==> src/rtl/ascon_pack.sv <==
// Shared types, constants and round-constant helper for the ASCON permutation front-end.
package ascon_pack;

  localparam int ROUND_MAX = 12;

  // Five 64-bit words x0..x4; index 2 is the word that receives the round constant.
  typedef logic [0:4][63:0] type_state;

  typedef enum logic [1:0] {
    ST_IDLE,
    ST_RUN,
    ST_DONE
  } fsm_state_e;

  function automatic logic [7:0] round_const(input logic [3:0] r);
    return {4'(4'd15 - r), r};
  endfunction

endpackage

==> src/rtl/constant_addition.sv <==
// Round-constant addition p_C: XORs the 8-bit round constant into x2[7:0].
module constant_addition
  import ascon_pack::type_state;
  import ascon_pack::round_const;
(
  input  type_state  state_i,
  input  logic [3:0] round_i,
  output type_state  state_o
);

  always_comb begin
    state_o         = state_i;
    state_o[2][7:0] = state_i[2][7:0] ^ round_const(round_i);
  end

endmodule

==> src/rtl/ascon_round_state.sv <==
// ASCON state register, round counter and start/done FSM feeding the substitution layer.
// Optional abort input is enabled by defining ASCON_ABORT_EN.
module ascon_round_state
  import ascon_pack::type_state;
  import ascon_pack::fsm_state_e;
  import ascon_pack::ST_IDLE;
  import ascon_pack::ST_RUN;
  import ascon_pack::ST_DONE;
#(
  parameter int ROUND_MAX = ascon_pack::ROUND_MAX,
  parameter int ROUND_B   = 6
) (
  input  logic       clock_i,
  input  logic       reset_i,
  input  logic       start_i,
  input  logic       pa_sel_i,
`ifdef ASCON_ABORT_EN
  input  logic       abort_i,
`endif
  input  type_state  state_i,
  input  type_state  state_fb_i,
  output type_state  state_to_sbox_o,
  output logic [3:0] round_o,
  output logic       busy_o,
  output logic       done_o,
  output type_state  state_o
);

  localparam logic [3:0] ROUND_LAST    = 4'(ROUND_MAX - 1);
  localparam logic [3:0] ROUND_START_B = 4'(ROUND_MAX - ROUND_B);

  fsm_state_e fsm_q, fsm_d;
  type_state  state_q, state_d;
  logic [3:0] round_q, round_d;
  logic       abort;

`ifdef ASCON_ABORT_EN
  assign abort = abort_i;
`else
  assign abort = 1'b0;
`endif

  always_ff @(posedge clock_i or posedge reset_i) begin
    if (reset_i) begin
      fsm_q <= ST_IDLE;
    end else begin
      fsm_q <= fsm_d;
    end
  end

  // Abort outranks the last-round transition so an aborted run never reaches DONE.
  always_comb begin
    fsm_d = fsm_q;
    case (fsm_q)
      ST_IDLE: if (start_i) fsm_d = ST_RUN;
      ST_RUN: begin
        if (abort) begin
          fsm_d = ST_IDLE;
        end else if (round_q == ROUND_LAST) begin
          fsm_d = ST_DONE;
        end
      end
      ST_DONE: fsm_d = ST_IDLE;
      default: fsm_d = ST_IDLE;
    endcase
  end

  always_comb begin
    busy_o = (fsm_q == ST_RUN);
    done_o = (fsm_q == ST_DONE);
  end

  // The counter saturates at the last round; DONE leaves it there until the next start.
  always_comb begin
    state_d = state_q;
    round_d = round_q;
    case (fsm_q)
      ST_IDLE: begin
        if (start_i) begin
          state_d = state_i;
          round_d = pa_sel_i ? 4'd0 : ROUND_START_B;
        end
      end
      ST_RUN: begin
        if (abort) begin
          round_d = 4'd0;
        end else begin
          state_d = state_fb_i;
          if (round_q != ROUND_LAST) begin
            round_d = round_q + 4'd1;
          end
        end
      end
      default: ;
    endcase
  end

  always_ff @(posedge clock_i or posedge reset_i) begin
    if (reset_i) begin
      state_q <= '0;
      round_q <= 4'd0;
    end else begin
      state_q <= state_d;
      round_q <= round_d;
    end
  end

  constant_addition u_constant_addition (
    .state_i (state_q),
    .round_i (round_q),
    .state_o (state_to_sbox_o)
  );

  assign state_o = state_q;
  assign round_o = round_q;

`ifndef SYNTHESIS
  round_in_range: assert property (@(posedge clock_i) disable iff (reset_i)
    busy_o |-> (round_o <= ROUND_LAST));
`endif

endmodule

==> config.mk <==
export PLATFORM = sky130hd
export DESIGN_NAME = ascon_round_state
export DESIGN_NICKNAME = d
export VERILOG_FILES = /design/src/rtl/ascon_pack.sv /design/src/rtl/constant_addition.sv /design/src/rtl/ascon_round_state.sv
export SDC_FILE = /design/constraint.sdc
export NUM_CORES = 1
export LEC_CHECK = 0
export CAP_MARGIN = 30
export CORE_AREA = 2 2 495 497
export CTS_CLUSTER_SIZE = 12
export DETAILED_ROUTE_END_ITERATION = 6
export DIE_AREA = 0 0 497 499
export GPL_ROUTABILITY_DRIVEN = 0
export PLACE_DENSITY_LB_ADDON = 0.3
export SYNTH_ARGS = -nofsm -noshare
export SYNTH_HDL_FRONTEND = slang
export SYNTH_SLANG_ARGS = --single-unit
==> constraint.sdc <==
create_clock -name clock_i -period 10.63 [get_ports clock_i]
set_input_delay 1.063 -clock clock_i [delete_from_list [all_inputs] [get_ports clock_i]]
set_output_delay 1.063 -clock clock_i [all_outputs]
set_load 0.02 [all_outputs]
== After elaboration in Yosys (flattened, before gate mapping) ==
Cells that the tools add are included.
Cells by class
  order comparisons: 0
  mux-type cells: 9
  bitwise gates (word level): 1
  add/sub/neg operators: 2
  div/mod/pow operators: 0
  reduce and logical (&&, ||, !) cells: 5
  shifts and indexed selects: 0
  equality and inequality tests: 7
  multiply operators: 0
Operators by type and width (number)
  case mux 320 bit (2 select lines): 1
  two-way mux 320 bit: 1
  two-way mux 4 bit: 2
  case mux 4 bit (2 select lines): 1
  bitwise XOR 8 bit: 1
  adder 4 x 1 -> 4 bit (second input constant): 1
  equality test 4 bit (second input constant): 1
  two-way mux 2 bit: 2
  inequality test 2 x 1 -> 1 bit (second input constant): 2
  inequality test 4 bit (second input constant): 1
  case mux 2 bit (2 select lines): 1
  AND reduction 2 bit: 2
  subtractor 4 bit (first input constant): 1
  two-way mux 3 bit: 1
  AND reduction 3 bit: 1
  equality test 2 x 1 -> 1 bit (second input constant): 1
  equality test 2 bit (second input constant): 1
  zero test 2 bit: 1
  inequality test 2 bit (second input constant): 1
  nonzero test 2 bit: 1
Word-level totals
  bits in latches: 0
  RAM bits: 0
  logic and storage cells: 31
  flip-flop bits (word level): 326
  memories: 0
  input bits: 644
  output and inout bits: 646
  bits in read-only memories: 0

== Longest topological paths before layout ==
Gate-level depths: netlist (run 1).
  depth in word-level cells: 3
  mapped depth: 6
  depth with buffers taken out: 4

== Cells and area by module ==
From an unflattened synthesis (run 1), not the netlist that was laid out.
Unflattened totals
  cells, all modules: 1739
  area total of the unflattened synthesis: 17356.6 sq um
By module, submodules not included
  ascon_round_state: times used 1, sequential area each 8157.8 sq um, area an instance 14944.3 sq um, cells an instance 1419
  constant_addition: times used 1, sequential area each 0.0 sq um, area an instance 2412.3 sq um, cells an instance 320

== Worst setup path after synthesis (run 1) ==
Ideal clock, no wire load.
  path kind: reg-to-output
  start: register round_q[3] (netlist: round_o[3])
  end: output state_to_sbox_o[131] in the netlist's numbering
  arrival: 1.095 ns
  path slack: 8.472 ns
  data required time: 9.567 ns
  cell stages (with the launch flop): 3
  path buffers: 1
  path through: dfrtp_1 clkbuf_1 xor2_1
RTL lines
  from (decl): RTL line ascon_round_state.sv:34  | logic [3:0] round_q, round_d;
  from (signal assigned): RTL line ascon_round_state.sv:104  | round_q <= round_d;
  to (decl): RTL line ascon_round_state.sv:22  | output type_state state_to_sbox_o,

== Final worst setup path (run 1) ==
  start: register fsm_q[0]
  end: output busy_o
Between the ends
  longest elaborated chain between the ends: 1
RTL lines
  from (decl): RTL line ascon_round_state.sv:32  | fsm_state_e fsm_q, fsm_d;
  from (signal assigned): RTL line ascon_round_state.sv:47  | fsm_q <= fsm_d;
  equality test 2 x 1 -> 1 bit: RTL line ascon_round_state.sv:69  | busy_o = (fsm_q == ST_RUN);
  to (decl): RTL line ascon_round_state.sv:24  | output logic busy_o,
No other way between the ends.

==> results by group, run 1 <==
Synth
  • Synth unique cells: 27
  • Yosys reg bits: 326
  • Synth Area per Inst: 10.2 um^2
  • Syn. warnings: 0
  • Mapped Area: 17700 um^2
  • Mapped Cells: 1738
  • Syn_nets: 2383
  • Register area share after synthesis: 46.2%

Pwr
  • VDD IR max: 0.000149 V
  • Final Power: 11700 uW
  • Pwr/cell area: 352 nW/um^2
  • Leakage: 0.0134 uW

Critical path
  • Worst stage delay on the critical path: 0.76 ns
  • FF-to-FF path depth: 6
  • Reg2Reg Setup Slack: 7.58 ns
  • Crit end category: output port
  • Reg2reg end: state_o[101]
  • Crit-path slowest cell: clkdlybuf4s50_1
  • Reg-to-reg critical path startpoint: fsm_q[0]
  • CP Cell Sequence: nand2b_2 > inv_16 > clkdlybuf4s50_1
  • Critical path startpoint category: register
  • Crit Path Class: reg2out
  • Crit path max fanout: 122
  • Req. time, crit path: 9.57 ns
  • Critical Path AT: 2.81 ns

CTS
  • Post-CTS setup buffer count: 0
  • CTS buffer count: 48
  • Worst-path clk slew: 0.06 ns
  • Later-pin clock latency in the skew report: 0.67 ns
  • CTS Sinks: 326
  • Post-CTS Resized: 0
  • H-tree levels: 2
  • Clock buffer depth: 3
  • Clk root buf: clkbuf_16
  • Hold Buf Count CTS: 0
  • TritonCTS clock tree: yes

Floorplanning
  • Placement Rows: 181
  • Die ar.: 248000 um^2
  • Die X: 497 um
  • Die Y: 499 um
  • Initial core utilization: 7.28%
  • Core Region: 243000 um^2
  • Ports: 1290

Global route
  • Initial antenna violation count: 23
  • Vias in the first global route: 17100
  • Grt total ovfl: 0
  • Largest net degree at the start of global routing: 195
  • Total global-route track usage: 11.8%
  • First-pass GRT wire length: 189000 um

Min path
  • WHS Path Cells: 2
  • Worst Hold Class: reg2reg
  • Hold EP: state_o[86]
  • Hold_sp: state_o[86]

Cells and area
  • Share of cells above drive strength 1: 3.87%
  • Nets: 3320
  • Commonest non-fill, non-tap cells in the layout: clkdlybuf4s50_1, dfrtp_1, mux2i_1
  • Most common cell after layout, fill and taps aside: clkdlybuf4s50_1
  • Area Overhead vs Synth: 88.1%

STA
  • Final setup violating endpoints: 0
  • Max Freq: 258 MHz
  • Final worst path period need: 3.87 ns
  • Pins over their slew limit: 0
  • Relative max-transition margin: 31.1%
  • Fin. Hold Viols: 0
  • Final period util: 36.4%
  • Slew at the pin closest to its max-slew limit: 1.03 ns
  • RSZ-0062 raised after global routing: false
  • Clk_skew: 0.0264 ns
  • Post-Route Setup TNS: 0 ns

Route
  • DRC Markers: 0
  • Initial drt markers: 598
  • TritonRoute pass-1 iters: 4
  • Routed wl met2: 74400 um
  • WL/cell: 25.5 um
  • Via count: 16200
  • Metal3 WL: 14400 um
  • Final ANT Viol Nets: 0
  • Post-Route M1 WL: 58600 um
  • Vias/cell: 2.73
  • Highest routing layer actually used: met5
  • Total wire length: 151000 um

Flow run
  • Max Cap Violations: 0

Outcome
  • Outcome: complete, no violations

Placement
  • HPWL Detailed: 134000 um
  • Number of port buffers: 1289
-- synthesized netlist by cell type, drive strengths merged --
library cell / n / area, um^2
a21oi: 1 / 5.00
a31oi: 1 / 12.5
buf: 387 / 3130
clkbuf: 32 / 120
dfrtp: 326 / 8160
ha: 1 / 12.5
inv: 6 / 25.0
mux2: 1 / 11.3
mux2i: 323 / 3230
nand2: 322 / 1210
nand2b: 1 / 8.76
nand3: 2 / 10.0
nand3b: 1 / 7.51
nor2: 1 / 3.75
nor2b: 2 / 12.5
o21ai: 320 / 1600
o21bai: 1 / 11.3
o2bb2ai: 1 / 8.76
o311ai: 1 / 8.76
xnor2: 4 / 35.0
xor2: 4 / 35.0
-- cells by family after synthesis --
logic type               Yosys count  synth area share, %
buffers and inverters            425                 18.5
XOR/XNOR                           8                0.397
multiplexers                     324                 18.4
AND/OR/NAND/NOR                  329                 7.09
flip-flops                       326                 46.2
AO/OA/AOI/OAI                    325                 9.33
adder cells (fa/ha/maj)            1               0.0709
-- where the power goes --
group	internal (uW)	switching, uW	total, uW
Clock	1020	721	1740
Combinational	2810	4150	6960
Sequential	1860	1130	2980
-- worst max-delay path: cells and delay by family (launching register included) --
family        cells  cell delay [ns]
flops             1             0.48
simple gates      1             0.21
buf+inv           2             1.13
-- layout make-up --
type | instances | area, um^2
diodes | 19 | 47.5
multi-input cells | 987 | 6230
fillers | 27500 | 209000
flip-flops and latches | 326 | 8160
inverters | 6 | 46.3
clock inverters | 25 | 314
clock buffers | 63 | 1350
well taps | 3202 | 4010
repair buffers | 1306 | 13100
-- worst max path at each step --
| stage | slack [ns] | cells after the start | from | end |
|---|---|---|---|---|
| 2_1_floorplan | 0.54 | 1 | reset_i | fsm_q[0] |
| 3_3_place_gp | 6.81 | 4 | reset_i | state_o[210] |
| 4_1_cts | 6.68 | 3 | fsm_q[0] | busy_o |
| 5_1_grt | 6.64 | 3 | fsm_q[0] | busy_o |
| 3_5_place_dp | 6.74 | 5 | start_i | state_o[108] |
| 6_report | 6.76 | 3 | fsm_q[0] | busy_o |
-- metal layers --
| layer | global-route usage [%] | vias up |
|---|---|---|
| met4 | 3.26 | 4 |
| met5 | 0 | - |
| met3 | 4.68 | 128 |
| met2 | 20.5 | 916 |
| met1 | 13.1 | 7714 |
| li1 | - | 7459 |
-- sequential cells by signal, indices dropped and copies added, names as in the netlist --
register / cells
round_o: 4
state_o: 320
fsm_q: 2
-- stage by stage --
stage / utilization [%] / area, um^2 / cells / hold WS [ns] / worst slack (ns)
global placement: 13.0 / 31500 / 5826 / 0.499 / 6.81
detailed placement: 13.0 / 31500 / 5827 / 0.504 / 6.74
floorplan: - / 17700 / 1738 / 0.554 / 0.541
finish: 13.7 / 33200 / 5934 / 0.513 / 6.76
CTS: 13.7 / 33200 / 5915 / 0.518 / 6.68
global route: 13.7 / 33200 / 5919 / 0.541 / 6.64
(Power assumes the default switching activity.)
==> run 2, diff against run 1 <==
==> constraint.sdc (replaced) <==
create_clock -name clock_i -period 3.44 [get_ports clock_i]
set_input_delay 0.344 -clock clock_i [delete_from_list [all_inputs] [get_ports clock_i]]
set_output_delay 0.344 -clock clock_i [all_outputs]
set_load 0.02 [all_outputs]
==> run 2 against run 1 <==
Compared with the run above: routed wire length grew 0.64%; largest power group unchanged; final area increased by 1.2%; critical endpoint unchanged; largest cell class unchanged; sequential share of layout area fell by 0.28 points.
==> results by group, run 2 (synthesis results as in run 1) <==
Critical path
  • CP Cell Sequence: nand2b_2 > inv_16 > clkdlybuf4s50_1 (unchanged)
  • Crit path max fanout: 93 (was 122)
  • Largest delay share family, worst path: buffers and inverters (unchanged)
  • Crit Path Class: reg2out (unchanged)
  • Reg-to-reg critical path startpoint: fsm_q[0] (unchanged)
  • Worst stage delay on the critical path: 0.72 ns (was 0.76 ns)
  • FF-to-FF path depth: 5 (was 6)
  • Crit-path slowest cell: clkdlybuf4s50_1 (unchanged)
  • Req. time, crit path: 3.10 ns (was 9.57 ns)
  • Crit end category: output port (unchanged)
  • Worst path bufs/invs: 2 (unchanged)
  • Reg2Reg Setup Slack: 1.12 ns (was 7.58 ns)
  • Reg2reg end: state_o[65] (was state_o[101])
  • Critical path startpoint category: register (unchanged)
  • Critical Path AT: 2.51 ns (was 2.81 ns)

Pwr
  • Pwr/cell area: 1080 nW/um^2 (was 352 nW/um^2)
  • Leakage: 0.0136 uW (was 0.0134 uW)
  • Final Power: 36200 uW (was 11700 uW)
  • VDD IR max: 0.000411 V (was 0.000149 V)

STA
  • Hold Slack: 0.156 ns (was 0.513 ns)
  • Post-Route Setup TNS: 0 ns (unchanged)
  • Pins over their slew limit: 0 (unchanged)
  • Final period util: 83.0%
  • Slew at the pin closest to its max-slew limit: 0.826 ns (was 1.03 ns)
  • Max Freq: 350 MHz
  • Final worst slack: 0.584 ns (was 6.76 ns)
  • Final worst path period need: 2.86 ns
  • RSZ-0062 raised after global routing: false (unchanged)
  • Fin. Hold Viols: 0 (unchanged)
  • Final setup violating endpoints: 0 (unchanged)
  • Relative max-transition margin: 44.9% (was 31.1%)
  • Clk_skew: 0.0226 ns (was 0.0264 ns)

Floorplanning
  • Placement Rows: 181 (unchanged)
  • Initial core utilization: 7.28% (unchanged)
  • Die X: 497 um (unchanged)
  • Core Region: 243000 um^2 (unchanged)
  • Die Y: 499 um (unchanged)
  • Ports: 1290 (unchanged)
  • Die ar.: 248000 um^2 (unchanged)

Global route
  • Total global-route track usage: 11.8% (about the same)
  • Grt total ovfl: 0 (unchanged)
  • Vias in the first global route: 17300 (was 17100)
  • Initial antenna violation count: 26 (was 23)
  • First-pass GRT wire length: 191000 um (was 189000 um)
  • Largest net degree at the start of global routing: 183 (was 195)

CTS
  • H-tree levels: 2 (unchanged)
  • Clk root buf: clkbuf_16 (unchanged)
  • TritonCTS clock tree: yes (unchanged)
  • Hold Buf Count CTS: 0 (unchanged)
  • CTS Sinks: 326 (unchanged)
  • Clock buffer depth: 3 (unchanged)
  • CTS buffer count: 46 (was 48)
  • Post-CTS setup buffer count: 0 (unchanged)
  • Post-CTS Resized: 0 (unchanged)
  • Worst-path clk slew: 0.06 ns (about the same)
  • Later-pin clock latency in the skew report: 0.66 ns (was 0.67 ns)

Route
  • Via count: 16500 (was 16200)
  • DRC Markers: 0 (unchanged)
  • WL/cell: 25.5 um (about the same)
  • Vias/cell: 2.76 (was 2.73)
  • Initial drt markers: 678 (was 598)
  • Total wire length: 152000 um (was 151000 um)
  • TritonRoute pass-1 iters: 4 (unchanged)
  • Final ANT Viol Nets: 0 (unchanged)

Cells and area
  • Area Overhead vs Synth: 90.3% (was 88.1%)
  • Nets: 3358 (was 3320)
  • Most common cell after layout, fill and taps aside: clkdlybuf4s50_1 (unchanged)
  • Share of cells above drive strength 1: 5.13% (was 3.87%)
  • Commonest non-fill, non-tap cells in the layout: clkdlybuf4s50_1, dfrtp_1, mux2i_1 (unchanged)
  • Largest register FFs: 320 (unchanged)
  • Fin area: 33600 um^2 (was 33200 um^2)

Min path
  • Worst Hold Class: in2async (was reg2reg)

Placement
  • Number of port buffers: 1289 (unchanged)
  • Setup WS pre-CTS: 0.948 ns (was 6.74 ns)
  • HPWL Detailed: 134000 um (about the same)
  • DP Area: 31900 um^2 (was 31500 um^2)

Outcome
  • Outcome: complete, no violations (unchanged)

Flow run
  • Max Cap Violations: 0 (unchanged)
[run 2: cell types whose count changed in the layout (fill, tap and decap cells not counted), sizes merged]
cell and change:
buf +40, clkinv -2, clkinvlp +3, diode +1, inv -4
[run 2: report_power, final]
| group | internal [uW] | switching [uW] | leakage (uW) |
|---|---|---|---|
| Clock | 3070 | 2150 | 0.000785 |
| Combinational | 8860 | 12900 | 0.00896 |
| Sequential | 5740 | 3550 | 0.00384 |
[run 2: routing by layer]
metal / vias to the layer above / track usage (%) / part of all wire, %
met4: 0 / 4.04 / 3.5
li1: 7549 / - / -
met3: 140 / 4.11 / 8.4
met1: 7897 / 13.8 / 40
met2: 914 / 20.1 / 48
met5: - / 0 / 0
[run 2: layout make-up]
cell class | count | area, um^2
fill | 27600 | 209000
antenna | 20 | 50.0
clock inverter | 22 | 294
sequential | 326 | 8160
clock buffer | 63 | 1320
timing repair buffer | 1346 | 13500
inverter | 6 | 42.5
multi-input combinational | 987 | 6230
tap | 3202 | 4010
[run 2: how the worst max path moves through the flow]
stage | start | endpoint | slack (ns) | depth (start not counted)
global route | fsm_q[0] | busy_o | 0.40 | 3
global placement | fsm_q[0] | state_o[65] | 1.0 | 5
finish | fsm_q[0] | busy_o | 0.58 | 3
CTS | fsm_q[0] | busy_o | 0.41 | 3
detailed placement | fsm_q[0] | state_o[65] | 0.95 | 5
floorplan | reset_i | fsm_q[0] | -1.25 | 1
[run 2: metrics by stage]
| stage | util (%) | instances |
|---|---|---|
| finish | 13.8 | 5972 |
| global route | 13.8 | 5957 |
| CTS | 13.8 | 5952 |
| detailed placement | 13.2 | 5867 |
| global placement | 13.2 | 5867 |
| floorplan | - | 1738 |
